$ cat src/rtl/call_stack_pkg.sv
// Shared defaults, FSM state encoding and error codes for the hardware call stack.
package call_stack_pkg;

   localparam int unsigned DEPTH_DEF = 8;
   localparam int unsigned AW_DEF    = 10;

   typedef enum logic {
      ST_RUN = 1'b0,
      ST_ERR = 1'b1
   } state_t;

   typedef enum logic [1:0] {
      ERR_NONE = 2'b00,
      ERR_OVF  = 2'b01,
      ERR_UDF  = 2'b10
   } err_code_t;

endpackage

$ cat src/rtl/stack_mem.sv
// Return-address storage: one synchronous write port, one combinational read port.
module stack_mem #(
   parameter int unsigned DEPTH = 8,
   parameter int unsigned AW    = 10
) (
   input  logic                     clk,
   input  logic                     i_we,
   input  logic [$clog2(DEPTH)-1:0] i_waddr,
   input  logic [AW-1:0]            i_wdata,
   input  logic [$clog2(DEPTH)-1:0] i_raddr,
   output logic [AW-1:0]            o_rdata
);

   logic [AW-1:0] r_mem [DEPTH];

   // NOTE: storage has no reset; validity is tracked by the depth counter, so
   // resetting every entry would only add a large reset fan-out for nothing.
   always_ff @(posedge clk) begin
      if (i_we) r_mem[i_waddr] <= i_wdata;
   end

   assign o_rdata = r_mem[i_raddr];

endmodule

$ cat src/rtl/call_stack_ctrl.sv
// Call/return stack controller: depth counter, RUN/ERR FSM with sticky overflow
// and underflow reporting, and a zero-latency top-of-stack read for the PC mux.
module call_stack_ctrl
   import call_stack_pkg::*;
#(
   parameter int unsigned DEPTH = DEPTH_DEF,
   parameter int unsigned AW    = AW_DEF
) (
   input  logic                     clk,
   input  logic                     reset,
   input  logic                     call,
   input  logic                     ret,
   input  logic [AW-1:0]            ret_in,
   input  logic                     clr_err,
   output logic [AW-1:0]            top,
   output logic [$clog2(DEPTH):0]   depth,
   output logic                     empty,
   output logic                     full,
   output logic                     err,
   output logic [1:0]               err_code
);

   localparam int unsigned PW = $clog2(DEPTH);
   localparam int unsigned DW = PW + 1;

   state_t       r_state;
   err_code_t    r_err_code;
   logic [DW-1:0] r_depth;

   state_t        w_state_nxt;
   err_code_t     w_err_code_nxt;
   logic [DW-1:0] w_depth_nxt;
   logic          w_we;
   logic [PW-1:0] w_waddr;
   logic [PW-1:0] w_top_idx;
   logic [AW-1:0] w_rdata;
   logic          w_empty;
   logic          w_full;

   assign w_empty = (r_depth == '0);
   assign w_full  = (r_depth == DW'(DEPTH));
   // Low bits of depth-1 wrap to DEPTH-1 when full, which is exactly the top slot.
   assign w_top_idx = r_depth[PW-1:0] - PW'(1);

   // NOTE: every signal driven here gets a default first so no path can infer a latch.
   always_comb begin
      w_state_nxt    = r_state;
      w_err_code_nxt = r_err_code;
      w_depth_nxt    = r_depth;
      w_we           = 1'b0;
      w_waddr        = r_depth[PW-1:0];
      unique case (r_state)
         ST_RUN: begin
            if (ret && w_empty) begin
               w_state_nxt    = ST_ERR;
               w_err_code_nxt = ERR_UDF;
            end else if (call && ret) begin
               w_we    = 1'b1;
               w_waddr = w_top_idx;
            end else if (ret) begin
               w_depth_nxt = r_depth - DW'(1);
            end else if (call && w_full) begin
               w_state_nxt    = ST_ERR;
               w_err_code_nxt = ERR_OVF;
            end else if (call) begin
               w_we        = 1'b1;
               w_depth_nxt = r_depth + DW'(1);
            end
         end
         ST_ERR: begin
            if (clr_err) begin
               w_state_nxt    = ST_RUN;
               w_err_code_nxt = ERR_NONE;
            end
         end
         default: begin
            w_state_nxt    = ST_RUN;
            w_err_code_nxt = ERR_NONE;
         end
      endcase
   end

   // NOTE: state registers use non-blocking assignments so every flop samples
   // the pre-edge values regardless of statement order.
   always_ff @(posedge clk) begin
      if (!reset) begin
         r_state    <= ST_RUN;
         r_err_code <= ERR_NONE;
         r_depth    <= '0;
      end else begin
         r_state    <= w_state_nxt;
         r_err_code <= w_err_code_nxt;
         r_depth    <= w_depth_nxt;
      end
   end

   stack_mem #(
      .DEPTH (DEPTH),
      .AW    (AW)
   ) u_stack_mem (
      .clk     (clk),
      .i_we    (w_we && reset),
      .i_waddr (w_waddr),
      .i_wdata (ret_in),
      .i_raddr (w_top_idx),
      .o_rdata (w_rdata)
   );

   assign top      = w_empty ? '0 : w_rdata;
   assign depth    = r_depth;
   assign empty    = w_empty;
   assign full     = w_full;
   assign err      = (r_state == ST_ERR);
   assign err_code = r_err_code;

endmodule

$ cat config.mk
export PLATFORM = sky130hd
export DESIGN_NAME = call_stack_ctrl
export DESIGN_NICKNAME = d
export VERILOG_FILES = /design/src/rtl/call_stack_pkg.sv /design/src/rtl/stack_mem.sv /design/src/rtl/call_stack_ctrl.sv
export SDC_FILE = /design/constraint.sdc
export NUM_CORES = 1
export LEC_CHECK = 0
export CORE_MARGIN = 2
export CORE_UTILIZATION = 51
export DETAILED_ROUTE_END_ITERATION = 6
export GPL_ROUTABILITY_DRIVEN = 1
export PLACE_DENSITY = 0.79
export SYNTH_ARGS = -nofsm -noshare
export SYNTH_HDL_FRONTEND = slang
export SYNTH_SLANG_ARGS = --single-unit
$ cat constraint.sdc
create_clock -name clk -period 2.9 [get_ports clk]
set_clock_uncertainty 0.2 [all_clocks]
set_input_delay 0.435 -clock clk [delete_from_list [all_inputs] [get_ports clk]]
set_output_delay 0.435 -clock clk [all_outputs]
set_load 0.05 [all_outputs]
==> impl_metrics.tcl, run 1 <==
set metrics [dict create \
    status "complete, no violations" \
    avgSynthCellArea_um2 16.4 \
    dpl.hpwl_um 4790 \
    setup_viol 0 \
    grt_pass1_wl_um 11000 \
    numCtsBuffers 9 \
    postRouteAntennaNets 0 \
    synth_area_um2 3660 \
    core-area_um2 6870 \
    maxCapViolCount 0 \
    post_cts_buffers 0 \
    track_usage_pct 20.1 \
    place_congestion 0.822 \
    drc 0 \
    synth_top_area_cell "edfxtp_1" \
    drt_iter0_drc 121 \
    clock_latency_ns 0.35 \
    fin_hold_ws_ns 0.317 \
    path_buf_inv 4 \
    final.setup.tns_ns 0 \
    cp_slowest_stage_delay_ns 0.41 \
    grt_max_degree 26 \
    worst_setup_path_end_kind "output port" \
    fin_nets 290 \
    h-tree-depth 3 \
    num_vias 2127 \
    crit_chain "inv_1, ha_4, or3b_4, inv_1, buf_4, a21oi_2, buf_12" \
    yosysUniqueCellTypes 38 \
    clock-root-buffer "clkbuf_8" \
    critical-path-top-delay-family "buffers and inverters" \
    syn_inst 223 \
    via_per_inst 5.73 \
    portBuffers 33 \
    period_needed_ns 2.78 \
    slowest_stage "or3b_4" \
    tightest_slew_ns 0.604 \
    cts.sinks 87 \
    synth.yosys.seq_area_share_pct 69.4 \
    rows 30 \
    synth_enable_flop_cells 80 \
    rsz0062_at_grt "no" \
    critPathKind "register to output port" \
    slew_headroom_pct 59.7 \
    crit_fanout 10 \
    die_area_um2 7880 \
    netlist.area_leader.share_pct 65.6 \
    crit_arrival_ns 2.14 \
    cts_resized 0 \
    tritoncts "done" \
    worst_ep_required_time_ns 2.27 \
    hold_buffers 0 \
    fp.dieH_um 88.8 \
    max_freq_mhz 360 \
    drt_wl_total_um 7190 \
    yosys-top-cells-area "edfxtp_1 66%, mux4_2 12%, dfxtp_1 3.8%" \
    antenna_found_initial 0 \
    ios 34 \
    area_growth_pct 27.1 \
    hp-class "register to register" \
    die-width_um 88.8 \
    fin_crit_sh_pct 95.9 \
    clkTransAtPathRegs_ns 0.09 \
    yosys_warnings 0 \
    wire_per_inst_um 19.4 \
    drtPass1Iterations 4 \
    ys.flop_type "edfxtp_1" \
    async_flop_share_pct 0 \
    fillers 455 \
    hold_violations 0 \
    start_kind "register" \
    grt_pass1_vias 2099 \
    crit_top_cell "inv_1" \
    start_util_pct 53.3 \
    grt_overflow 0 \
    ys_seq_elements 87 \
    final_max_slew_viol_count 0 \
    syn_nets 242 \
    drive_gt1_share_pct 32.0 \
    cts_buffer_depth 2 \
    diodes 0 \
]
## per-layer routing
metal | up-vias | GRT usage [%] | share of wire (%)
met2 | 70 | 32.8 | 51
met4 | 0 | 7.99 | 1.8
met1 | 1079 | 27.2 | 42
met3 | 14 | 3.54 | 5.0
li1 | 964 | - | -
met5 | - | 0 | 0
## area by class of cell
class / count / area (um^2) / share of cell area (%)
Clock buffer: 9 / 124 / 2.66
Clock inverter: 6 / 71.3 / 1.53
Inverter: 6 / 27.5 / 0.591
Multi-Input combinational cell: 118 / 1200 / 25.9
Sequential cell: 87 / 2550 / 54.7
Tap cell: 96 / 120 / 2.58
Timing Repair Buffer: 49 / 561 / 12.0
## registers in the layout (all words and copies together) (netlist names)
| register | flops |
|---|---|
| depth | 4 |
| err | 1 |
| err_code | 2 |
| u_stack_mem.r_mem | 80 |
## path summary, 6_finish.rpt
| kind | start | end | slack, ns | depth (start not counted) |
|---|---|---|---|---|
| min reg2reg | err_code[1]$_SDFFE_PN0P_ | err_code[1]$_SDFFE_PN0P_ | 0.32 | 2 |
| max reg2reg | depth[1]$_SDFFE_PN0P_ | u_stack_mem.r_mem[7][9]$_DFFE_PP_ | 0.27 | 6 |
| min | err_code[1]$_SDFFE_PN0P_ | err_code[1]$_SDFFE_PN0P_ | 0.32 | 2 |
| max | depth[1]$_SDFFE_PN0P_ | top[9] | 0.12 | 7 |
## through the flow
stage	instances	area [um^2]	utilization, %	setup slack (ns)
floorplan	223	3860	-	0.0173
global placement	356	4460	64.9	0.121
detailed placement	356	4460	64.9	0.0884
CTS	371	4660	67.8	0.102
global route	371	4660	67.8	0.0124
finish	371	4660	67.8	0.120
## cells in the final DEF (no fill, tap or decap), drive strengths merged, types with 2 or more instances in the layout
cell	n
edfxtp	80
buf	27
nand2	24
clkdlybuf4s50	22
mux4	20
a21oi	13
nor2	12
clkbuf	9
inv	7
dfxtp	7
o21ai	6
nor3	6
xnor2	5
nor2b	3
nand2b	3
ha	3
clkinv	3
and3b	2
a31oi	2
nand3	2
mux2i	2
## synthesized netlist by cell type, types with 2 or more instances
| cell | n |
|---|---|
| nand2_1 | 24 |
| a21oi_1 | 13 |
| a31oi_1 | 2 |
| xnor2_1 | 5 |
| nor2_1 | 12 |
| and3b_1 | 2 |
| nand2b_1 | 3 |
| nand3_1 | 2 |
| o21ai_0 | 6 |
| mux4_2 | 20 |
| buf_2 | 5 |
| edfxtp_1 | 80 |
| nor3_1 | 5 |
| ha_1 | 3 |
| nor2b_1 | 3 |
| dfxtp_1 | 7 |
| inv_1 | 6 |
| mux2i_1 | 2 |
| clkbuf_1 | 4 |
## cell families after synthesis
family          synth area share (%)
mux                             12.8
buf+inv                         2.32
fa+ha+maj                       1.57
flops                           69.4
compound gates                  4.30
simple gates                    8.13
xor+xnor                        1.43
## worst min-delay path, stage by stage, from the launching register on
cell and delay [ns]:
dfxtp_1 0.33, nand4_1 0.07, o21ai_0 0.07
Power of run 1 is not shown: default switching activity piles up to over one toggle a cycle in this logic, so the estimate is an artifact.
==> run 2, diff against run 1 <==
--- a/config.mk
+++ b/config.mk
@@ -7,6 +7,7 @@
 export LEC_CHECK = 0
 export CORE_MARGIN = 2
 export CORE_UTILIZATION = 51
+export CTS_CLUSTER_DIAMETER = 40
 export DETAILED_ROUTE_END_ITERATION = 6
 export GPL_ROUTABILITY_DRIVEN = 1
 export PLACE_DENSITY = 0.79
==> results of run 2 <==
Same layout as run 1: the final DEF is identical, and so are final timing and power.
Power of run 2 is left out for the same reason.
==> run 3, diff against run 2 <==
--- a/config.mk
+++ b/config.mk
@@ -9,7 +9,7 @@
 export CORE_UTILIZATION = 51
 export CTS_CLUSTER_DIAMETER = 40
 export DETAILED_ROUTE_END_ITERATION = 6
-export GPL_ROUTABILITY_DRIVEN = 1
+export GPL_ROUTABILITY_DRIVEN = 0
 export PLACE_DENSITY = 0.79
 export SYNTH_ARGS = -nofsm -noshare
 export SYNTH_HDL_FRONTEND = slang
==> results of run 3 <==
Same layout as run 1: the final DEF is identical, and so are final timing and power.
Power of run 3 is left out for the same reason.
